--- config.mk ---
export PLATFORM = sky130hd
export DESIGN_NAME = mux8_rr_arbiter
export DESIGN_NICKNAME = d
export VERILOG_FILES = /design/src/rtl/mux8_pkg.sv /design/src/rtl/mux8_1.sv /design/src/rtl/mux8_rr_arbiter.sv
export SDC_FILE = /design/constraint.sdc
export NUM_CORES = 1
export LEC_CHECK = 0
export ABC_AREA = 0
export BUFFER_PORTS_ARGS = -buffer_cell sky130_fd_sc_hd__buf_2
export CAP_MARGIN = 10
export CORE_MARGIN = 2
export CORE_UTILIZATION = 50
export DETAILED_ROUTE_END_ITERATION = 16
export GPL_ROUTABILITY_DRIVEN = 1
export GPL_TIMING_DRIVEN = 1
export PLACE_DENSITY = 0.72
export SYNTH_ARGS = -nofsm -noshare
export SYNTH_HDL_FRONTEND = slang
export SYNTH_HIERARCHICAL = 1
export SYNTH_SLANG_ARGS = --single-unit
--- constraint.sdc ---
create_clock -name clk -period 4.3 [get_ports clk]
set_input_delay 0.86 -clock clk [delete_from_list [all_inputs] [get_ports clk]]
set_output_delay 0.86 -clock clk [all_outputs]
set_load 0.02 [all_outputs]
--- src/rtl/mux8_pkg.sv ---
// Shared definitions for the 8:1 mux controllers.
// Round-robin pick is reused by future mux front-ends.
package mux8_pkg;

  localparam int N_IN  = 8;
  localparam int SEL_W = 3;

  typedef enum logic [0:0] {
    IDLE  = 1'b0,
    GRANT = 1'b1
  } state_t;

  typedef struct packed {
    logic             found;
    logic [SEL_W-1:0] idx;
  } pick_t;

  // First set bit of req at or after start, wrapping mod N_IN.
  // Walks offsets high-to-low so the lowest offset wins.
  function automatic pick_t rr_pick(
    input logic [N_IN-1:0]  req,
    input logic [SEL_W-1:0] start
  );
    pick_t            r;
    logic [SEL_W-1:0] k;
    r = '0;
    for (int n = N_IN - 1; n >= 0; n--) begin
      k = start + SEL_W'(n);
      if (req[k]) begin
        r.found = 1'b1;
        r.idx   = k;
      end
    end
    return r;
  endfunction

endpackage

--- src/rtl/mux8_1.sv ---
// Plain 8:1 single-bit multiplexer.
// Shared datapath in front of which the arbiter sits.
module mux8_1
  import mux8_pkg::*;
(
  input  logic [N_IN-1:0]  i,
  input  logic [SEL_W-1:0] sel,
  output logic             y0
);

  assign y0 = i[sel];

endmodule

--- src/rtl/mux8_rr_arbiter.sv ---
// Round-robin arbiter sharing one mux8_1 among eight
// requesters, with a per-grant burst cap and valid/ready.
module mux8_rr_arbiter
  import mux8_pkg::*;
#(
  parameter int MAX_BURST = 4
) (
  input  logic             clk,
  input  logic             rst_n,
  input  logic [N_IN-1:0]  req,
  input  logic [N_IN-1:0]  i,
  input  logic             ready,
  output logic [SEL_W-1:0] sel,
  output logic [N_IN-1:0]  gnt,
  output logic             y0,
  output logic             y_valid
);

  localparam int CW = $clog2(MAX_BURST + 1);
  localparam logic [CW-1:0] LAST = CW'(MAX_BURST - 1);

  state_t           state;
  logic [SEL_W-1:0] ptr;
  logic [CW-1:0]    cnt;

  logic  xfer;
  logic  rel;
  logic  arb;
  pick_t win;

  // Handshake qualification and release decision.
  always_comb begin
    y_valid = (state == GRANT) && req[sel];
    xfer    = y_valid && ready;
    rel     = (state == GRANT) &&
              (!req[sel] || (xfer && cnt == LAST));
    arb     = (state == IDLE) || rel;
    win     = rr_pick(req, ptr + SEL_W'(1));
  end

  // Grant FSM: arbitrate on idle or release, else count.
  always_ff @(posedge clk or negedge rst_n) begin
    if (!rst_n) begin
      state <= IDLE;
      sel   <= '0;
      gnt   <= '0;
      ptr   <= SEL_W'(N_IN - 1);
      cnt   <= '0;
    end else if (arb) begin
      cnt <= '0;
      if (win.found) begin
        state <= GRANT;
        sel   <= win.idx;
        ptr   <= win.idx;
        gnt   <= N_IN'(1) << win.idx;
      end else begin
        state <= IDLE;
        gnt   <= '0;
      end
    end else if (xfer) begin
      cnt <= cnt + CW'(1);
    end
  end

  mux8_1 u_mux (
    .i  (i),
    .sel(sel),
    .y0 (y0)
  );

endmodule

==> metrics.md, run 1 <==
| Metric | Value |
|---|---|
| Setup WS pre-CTS | 0.6585 ns |
| Setup TNS | 0 ns |
| Crit-path leading delay family | compound AO/OA/AOI/OAI gates |
| Placed cell area | approximately 2100 um^2 |
| Max-cap violation count | 0 |
| Critical Path RT | 4.44 ns |
| CTS Buf Count | 3 |
| Placeable Area | around 3600 um^2 |
| Worst-margin pin slew | between 0.6 and 0.7 ns |
| Clock-pin slew on the worst setup and hold paths | roughly 0.070 ns |
| Final period util | 86.10% |
| Warnings from Yosys | 6 |
| TritonCTS clock tree | done |
| Critical Path Source Type | flip-flop |
| GP Congestion | 0.9640 |
| #FFs+latches synth | 18 |
| Min-Delay Path Class | flip-flop to flip-flop |
| Ports | 32 |
| Max stage delay cell, worst path | ha_1 |
| RSZ-0062 raised after global routing | false |
| Antenna violations before repair | 0 |
| # clock sinks | 18 |
| Synth async-reset ratio | between 90% and 100% |
| Routed vias/inst | 6.221 |
| Worst setup margin | 0.5975 ns |
| CP endpoint kind | flip-flop |
| DRT iter0 DRCs | 87 |
| Row cnt | 22 |
| Post-synth top flop | dfrtp_1 |
| Pre-Repair DR Iteration Count | 4 |
| Status | completed |
| Post-layout minimum cycle time | 3.702 ns |
| Cell count after synthesis | 195 |
| Via count | between 1500 and 2000 |
| Hold-fix buffers, CTS | 0 |
| Clock latency on the worst-skew pair | 0.25 ns |
| Layout fillers | 320 |
| Initial Utilization | 51.34% |
| Total setup buffers inserted after CTS | 0 |
| Root buf cell | clkbuf_8 |
| Post-cts resize count | 0 |
| Post-layout util | approximately 58% |
| Die W | 65.08 um |
| Global-route usage over all layers | a little under a quarter |
| DR WL/cell | ~16 um |
| Grt total ovfl | 0 |
| Distinct cell type count of the synthesized netlist | 55 |
| Final Instance Area | 2106 um^2 |
| Detailed Place HPWL | 3337 um |
| First-pass GRT wire length | 7417 um |
| CP Buf/Inv Count | 3 |
| Post-DRT Antenna Nets | 0 |
| Setup-failing EPs final | 0 |
| Vias in the first global route | 1477 |
| EDFF count, synth | 0 |
| CP Cell Sequence | clkinv_1, ha_1, buf_4, mux2i_1, mux4_2, nor3_1, a211o_1, o41ai_4, inv_2, a32o_1 |
| Clock buffer depth | 2 |
| Slew Limit Fails | 0 |
| Fmax | 270.1 MHz |
| Slew headroom | 52.95% |
| Crit path max fanout | 12 |
| PortBufs | 31 |
| Critical Path AT | 3.85 ns |
| Final wirelength | 4432 um |
| Seq/Total Area, Yosys | 24.35% |
| DIE HEIGHT | 65.08 um |
| H-Tree Depth | 1 |
| Share of cells above drive strength 1 | 29.15% |
| Area grow syn2layout | 12.88% |
| Worst clock skew | 0.001458 ns |
| CP peak stage delay | 0.62 ns |
| Fin. Hold Viols | 0 |
| DRC violations left | 0 |
| N_diodes | 0 |
| Die footprint | 4235 um^2 |
| Synth Area per Inst | 9.567 um^2 |
| Netlist Area Pre-Place | ~1900 um^2 |
| Nets | 247 |
| Syn Nets | roughly 220 |
| WS Path Type | flip-flop to flip-flop |
| Pin count of the biggest net entering global routing | 26 |
==> per-layer routing <==
metal	routed length, um	global-route usage, %
met3	336	3.993
met1	1949	33.93
met4	60	4.427
met5	0	0
met2	2086	34.79
==> metrics by stage <==
| step | cells | hold WS, ns |
|---|---|---|
| floorplan | 195 | 0.4829 |
| global placement | 267 | 0.4662 |
| detailed placement | 267 | 0.4655 |
| CTS | 271 | 0.4815 |
| global route | 271 | 0.5052 |
| finish | 271 | 0.4758 |
==> cell usage after synthesis (all sizes together) (2+ instances only) <==
| cell type | instances | area [um^2] |
|---|---|---|
| or3 | 4 | 25.02 |
| a21oi | 15 | 75.07 |
| a32o | 4 | 40.04 |
| dfrtp | 15 | 375.4 |
| mux4 | 13 | 300.3 |
| nor3 | 7 | 35.03 |
| nor4 | 2 | 12.51 |
| mux2 | 4 | 45.04 |
| buf | 9 | 52.55 |
| nor2 | 12 | 45.04 |
| a21o | 4 | 30.03 |
| o21ai | 10 | 50.05 |
| a211o | 4 | 35.03 |
| ha | 4 | 50.05 |
| o22ai | 2 | 12.51 |
| o31ai | 5 | 37.54 |
| nor4b | 2 | 17.52 |
| xor2 | 2 | 17.52 |
| nand2 | 22 | 82.58 |
| inv | 7 | 26.27 |
| nor2b | 2 | 12.51 |
| clkbuf | 2 | 7.510 |
| a21boi | 2 | 15.01 |
| nand2b | 3 | 18.77 |
| nand3 | 3 | 15.01 |
| mux2i | 10 | 103.9 |
| o21a | 2 | 15.01 |
| dfstp | 3 | 78.83 |
==> layout by cell type, fill, tap and decap left out, types with 2 or more instances in the layout <==
master and count:
buf_2 31, nand2_1 22, a21oi_1 15, dfrtp_1 15, nor2_1 12, mux4_2 11, o21ai_0 10, mux2i_1 9
nor3_1 7, inv_1 6, o31ai_1 5, mux2_2 4, or3_1 4, a211o_1 4, a32o_1 4, a21o_1 4
ha_1 4, clkbuf_8 4, buf_4 4, nand3_1 3, nand2b_1 3, dfstp_2 3, xor2_1 2, nor4_1 2
nor4b_1 2, a21boi_0 2, o21a_1 2, o22ai_1 2, nor2b_1 2, mux4_1 2
==> registers in the layout, summed over array words and instances, names as in the netlist <==
| signal | flops |
|---|---|
| gnt | 8 |
| cnt | 3 |
| ptr | 3 |
| sel | 3 |
| state | 1 |
==> final timing paths <==
path | startpoint | to | slack (ns) | cells after the start
hold / removal | gnt[2] | gnt[2] | 0.48 | 2
hold reg to reg | gnt[2] | gnt[2] | 0.48 | 2
setup / recovery | ptr[0] | gnt[6] | 0.60 | 10
max in group asynchronous | rst_n | ptr[0] | 3.46 | 1
min in group asynchronous | rst_n | gnt[2] | 0.52 | 1
setup reg to reg | ptr[0] | gnt[6] | 0.60 | 10
==> layout make-up <==
| class | instances | area, um^2 | area share (%) |
|---|---|---|---|
| Multi-Input combinational cell | 158 | 1321 | 62.75 |
| Tap cell | 48 | 60.06 | 2.852 |
| Clock buffer | 4 | 55.05 | 2.614 |
| Timing Repair Buffer | 35 | 185.2 | 8.794 |
| Sequential cell | 18 | 454.2 | 21.57 |
| Inverter | 8 | 30.03 | 1.426 |
==> worst reg2reg max path: cells and delay by family, from the launching register on <==
family,cells,cell delay [ns]
compound gates,3,1.11
buf+inv,3,0.58
fa+ha+maj,1,0.62
simple gates,1,0.06
mux,2,0.69
flops,1,0.53
==> kinds of logic (layout without fill, tap and decap cells) <==
| family | count (synthesis) | after routing | synth area share, % |
|---|---|---|---|
| compound gates | 60 | 60 | 23.07 |
| xor+xnor | 5 | 5 | 4.896 |
| fa+ha+maj | 4 | 4 | 2.683 |
| buf+inv | 19 | 47 | 4.829 |
| flops | 18 | 18 | 24.35 |
| mux | 27 | 27 | 24.08 |
| simple gates | 62 | 62 | 16.10 |
Power of run 1 is left out: the tool's default activity adds up to more than one toggle a clock period on the data nets, which glitch-free logic cannot reach.
==> run 2, diff against run 1 <==
--- a/config.mk
+++ b/config.mk
@@ -5,7 +5,7 @@
 export SDC_FILE = /design/constraint.sdc
 export NUM_CORES = 1
 export LEC_CHECK = 0
-export ABC_AREA = 0
+export ABC_AREA = 1
 export BUFFER_PORTS_ARGS = -buffer_cell sky130_fd_sc_hd__buf_2
 export CAP_MARGIN = 10
 export CORE_MARGIN = 2
@@ -13,7 +13,7 @@
 export DETAILED_ROUTE_END_ITERATION = 16
 export GPL_ROUTABILITY_DRIVEN = 1
 export GPL_TIMING_DRIVEN = 1
-export PLACE_DENSITY = 0.72
+export PLACE_DENSITY = 0.73
 export SYNTH_ARGS = -nofsm -noshare
 export SYNTH_HDL_FRONTEND = slang
 export SYNTH_HIERARCHICAL = 1
==> run 2 against run 1 <==
Die area is 4.1% lower. Sequential share of layout area is 1.2 points higher. Cell area is 5.2% lower.
==> metrics.md, run 2 <==
| Metric | Value |
|---|---|
| Most frequent cells in the layout | nand2_1, inv_1, buf_2, nand3_1, nand2_2 |
| #FFs+latches synth | 18 |
| Top cells by area, synth | nand2_1, dfrtp_1, inv_1 |
| Crit path top cell by count | nand2_1 |
| Root buf cell | clkbuf_4 |
| Via count | about 1800 |
| Clock buffer depth | 2 |
| Setup TNS | 0 ns |
| Slew Limit Fails | 0 |
| Synth async-reset ratio | 100.0% |
| TritonCTS clock tree | done |
| Syn Nets | 318 |
| Post-cts resize count | 0 |
| RSZ-0062 raised after global routing | false |
| Final wirelength | 3977 um |
| Worst-margin pin slew | 0.3893 ns |
| N_diodes | 0 |
| WHS | 0.4771 ns |
| DR WL/cell | 10.66 um |
| Worst clock skew | 0.003744 ns |
| Routed vias/inst | roughly 4.9 |
| Layout fillers | about 330 |
| Warnings from Yosys | 6 |
| WS Path Type | flip-flop to flip-flop |
| Initial Utilization | 52.64% |
| Max-cap violation count | 0 |
| DRC violations left | 0 |
| Status | completed |
| Critical Path RT | 4.49 ns |
| Fin. Hold Viols | 0 |
| Count leader, synth | nand2_1 |
| H-Tree Depth | 1 |
| Share of cells above drive strength 1 | 25.08% |
| Critical Path Source Type | flip-flop |
| Hold-fix buffers, CTS | 0 |
| Largest register FFs | 8 |
| Reg with most FFs | gnt |
| Cell count after synthesis | 295 |
| Clock-pin slew on the worst setup and hold paths | around 0.10 ns |
| Row cnt | 21 |
| Max stage delay cell, worst path | dfstp_2 |
| Distinct cell type count of the synthesized netlist | 27 |
| Global-route usage over all layers | 21.90% |
| Placeable Area | approximately 3400 um^2 |
| Ports | 32 |
| Post-synth top flop | dfrtp_1 |
| Reg2Reg Setup Slack | 1.25 ns |
| Seq/Total Area, Yosys | between 20 and 30% |
| Terminus of the critical flop-to-flop path | gnt[6] |
| Pin count of the biggest net entering global routing | 19 |
| Netlist Area Pre-Place | about 1800 um^2 |
| Detailed Place HPWL | about 3300 um |
| Die W | 63.74 um |
| First-pass GRT wire length | 7245 um |
| Total setup buffers inserted after CTS | 0 |
| Pre-Repair DR Iteration Count | 4 |
| Critical Path AT | 3.24 ns |
| Post-layout minimum cycle time | ~3.1 ns |
| CP Cell Sequence | inv_2, ha_1, inv_2, nand2_1, nand2_2, nand2_1, nand2_1, nand2_1, nand2_2, nor2_1, nand3_2, nor2_4, nor2_8, nand3_4, inv_2, nand3_1, nand2_1 |
| Synth Area per Inst | 6.048 um^2 |
| DRT iter0 DRCs | 129 |
| CP endpoint kind | flip-flop |
| Grt total ovfl | 0 |
| PortBufs | 31 |
| Slew headroom | 74.05% |
| # clock sinks | 18 |
| Setup-failing EPs final | 0 |
| CTS Buf Count | 3 |
| Commonest cells post-synth | nand2_1, inv_1, nand3_1 |
| DIE HEIGHT | 63.74 um |
| Final period util | 70.96% |
| R2R cell count | 17 |
| Post-DRT Antenna Nets | 0 |
| RR Startpoint | ptr[0] |
| GP Congestion | about 0.91 |
| Area grow syn2layout | 11.92% |
| Most common cell after layout, fill and taps aside | nand2_1 |
| CP peak stage delay | 0.68 ns |
| EDFF count, synth | 0 |
| Antenna violations before repair | 0 |
| Die footprint | 4062 um^2 |
| Yosys top cell area share | 27.35% |
| Leading area contributor after synthesis | nand2_1 |
| Min-Delay Path Class | primary input to async pin |
| Nets | about 350 |
| Fmax | 327.7 MHz |
| Clock latency on the worst-skew pair | 0.29 ns |
| Crit path max fanout | 16 |
| Vias in the first global route | approximately 1700 |
## run 2: cells by family after synthesis
| family | after synthesis | synth area share (%) |
|---|---|---|
| flip-flops | 18 | 25.46 |
| AND/OR/NAND/NOR | 194 | 51.26 |
| adder cells (fa/ha/maj) | 4 | 2.805 |
| buffers and inverters | 51 | 11.71 |
| AO/OA/AOI/OAI | 28 | 8.766 |
## run 2: area by class of cell
class | count | area, um^2 | area share (%)
Multi-Input combinational cell | 226 | 1121 | 56.14
Tap cell | 46 | 57.56 | 2.882
Timing Repair Buffer | 31 | 155.1 | 7.769
Sequential cell | 18 | 454.2 | 22.74
Clock buffer | 4 | 26.28 | 1.316
Inverter | 48 | 182.7 | 9.148
## run 2: how the worst max path moves through the flow
stage	startpoint	to	slack (ns)
floorplan	ptr[0]	gnt[6]	1.85
global placement	ptr[0]	gnt[6]	1.29
detailed placement	ptr[0]	gnt[6]	1.27
CTS	ptr[0]	gnt[6]	1.24
global route	ptr[0]	gnt[6]	0.92
finish	ptr[0]	gnt[6]	1.25
## run 2: stage by stage
stage / worst slack, ns / instance area [um^2] / utilization (%) / cells
6_report: 1.249 / 1997 / 58.91 / 373
4_1_cts: 1.242 / 1997 / 58.91 / 373
3_5_place_dp: 1.268 / 1971 / 58.14 / 369
2_1_floorplan: 1.848 / 1784 / - / 295
3_3_place_gp: 1.292 / 1971 / 58.14 / 369
5_1_grt: 0.9191 / 1997 / 58.91 / 373
## run 2: critical path, delay by kind of cell (launching register included)
kind / cells / cell delay, ns
AND/OR/NAND/NOR: 13 / 1.27
flip-flops: 1 / 0.68
adder cells (fa/ha/maj): 1 / 0.58
buffers and inverters: 3 / 0.40
## run 2: layer usage
layer  up-vias  global-route usage (%)  share of wire, %
met5         -                       0                 0
met4         0                   4.076               1.2
met3         4                   2.993               6.0
met2        63                   34.21                42
met1       779                   32.55                51
li1        978                       -                 -
Power of run 2 is left out for the same reason.
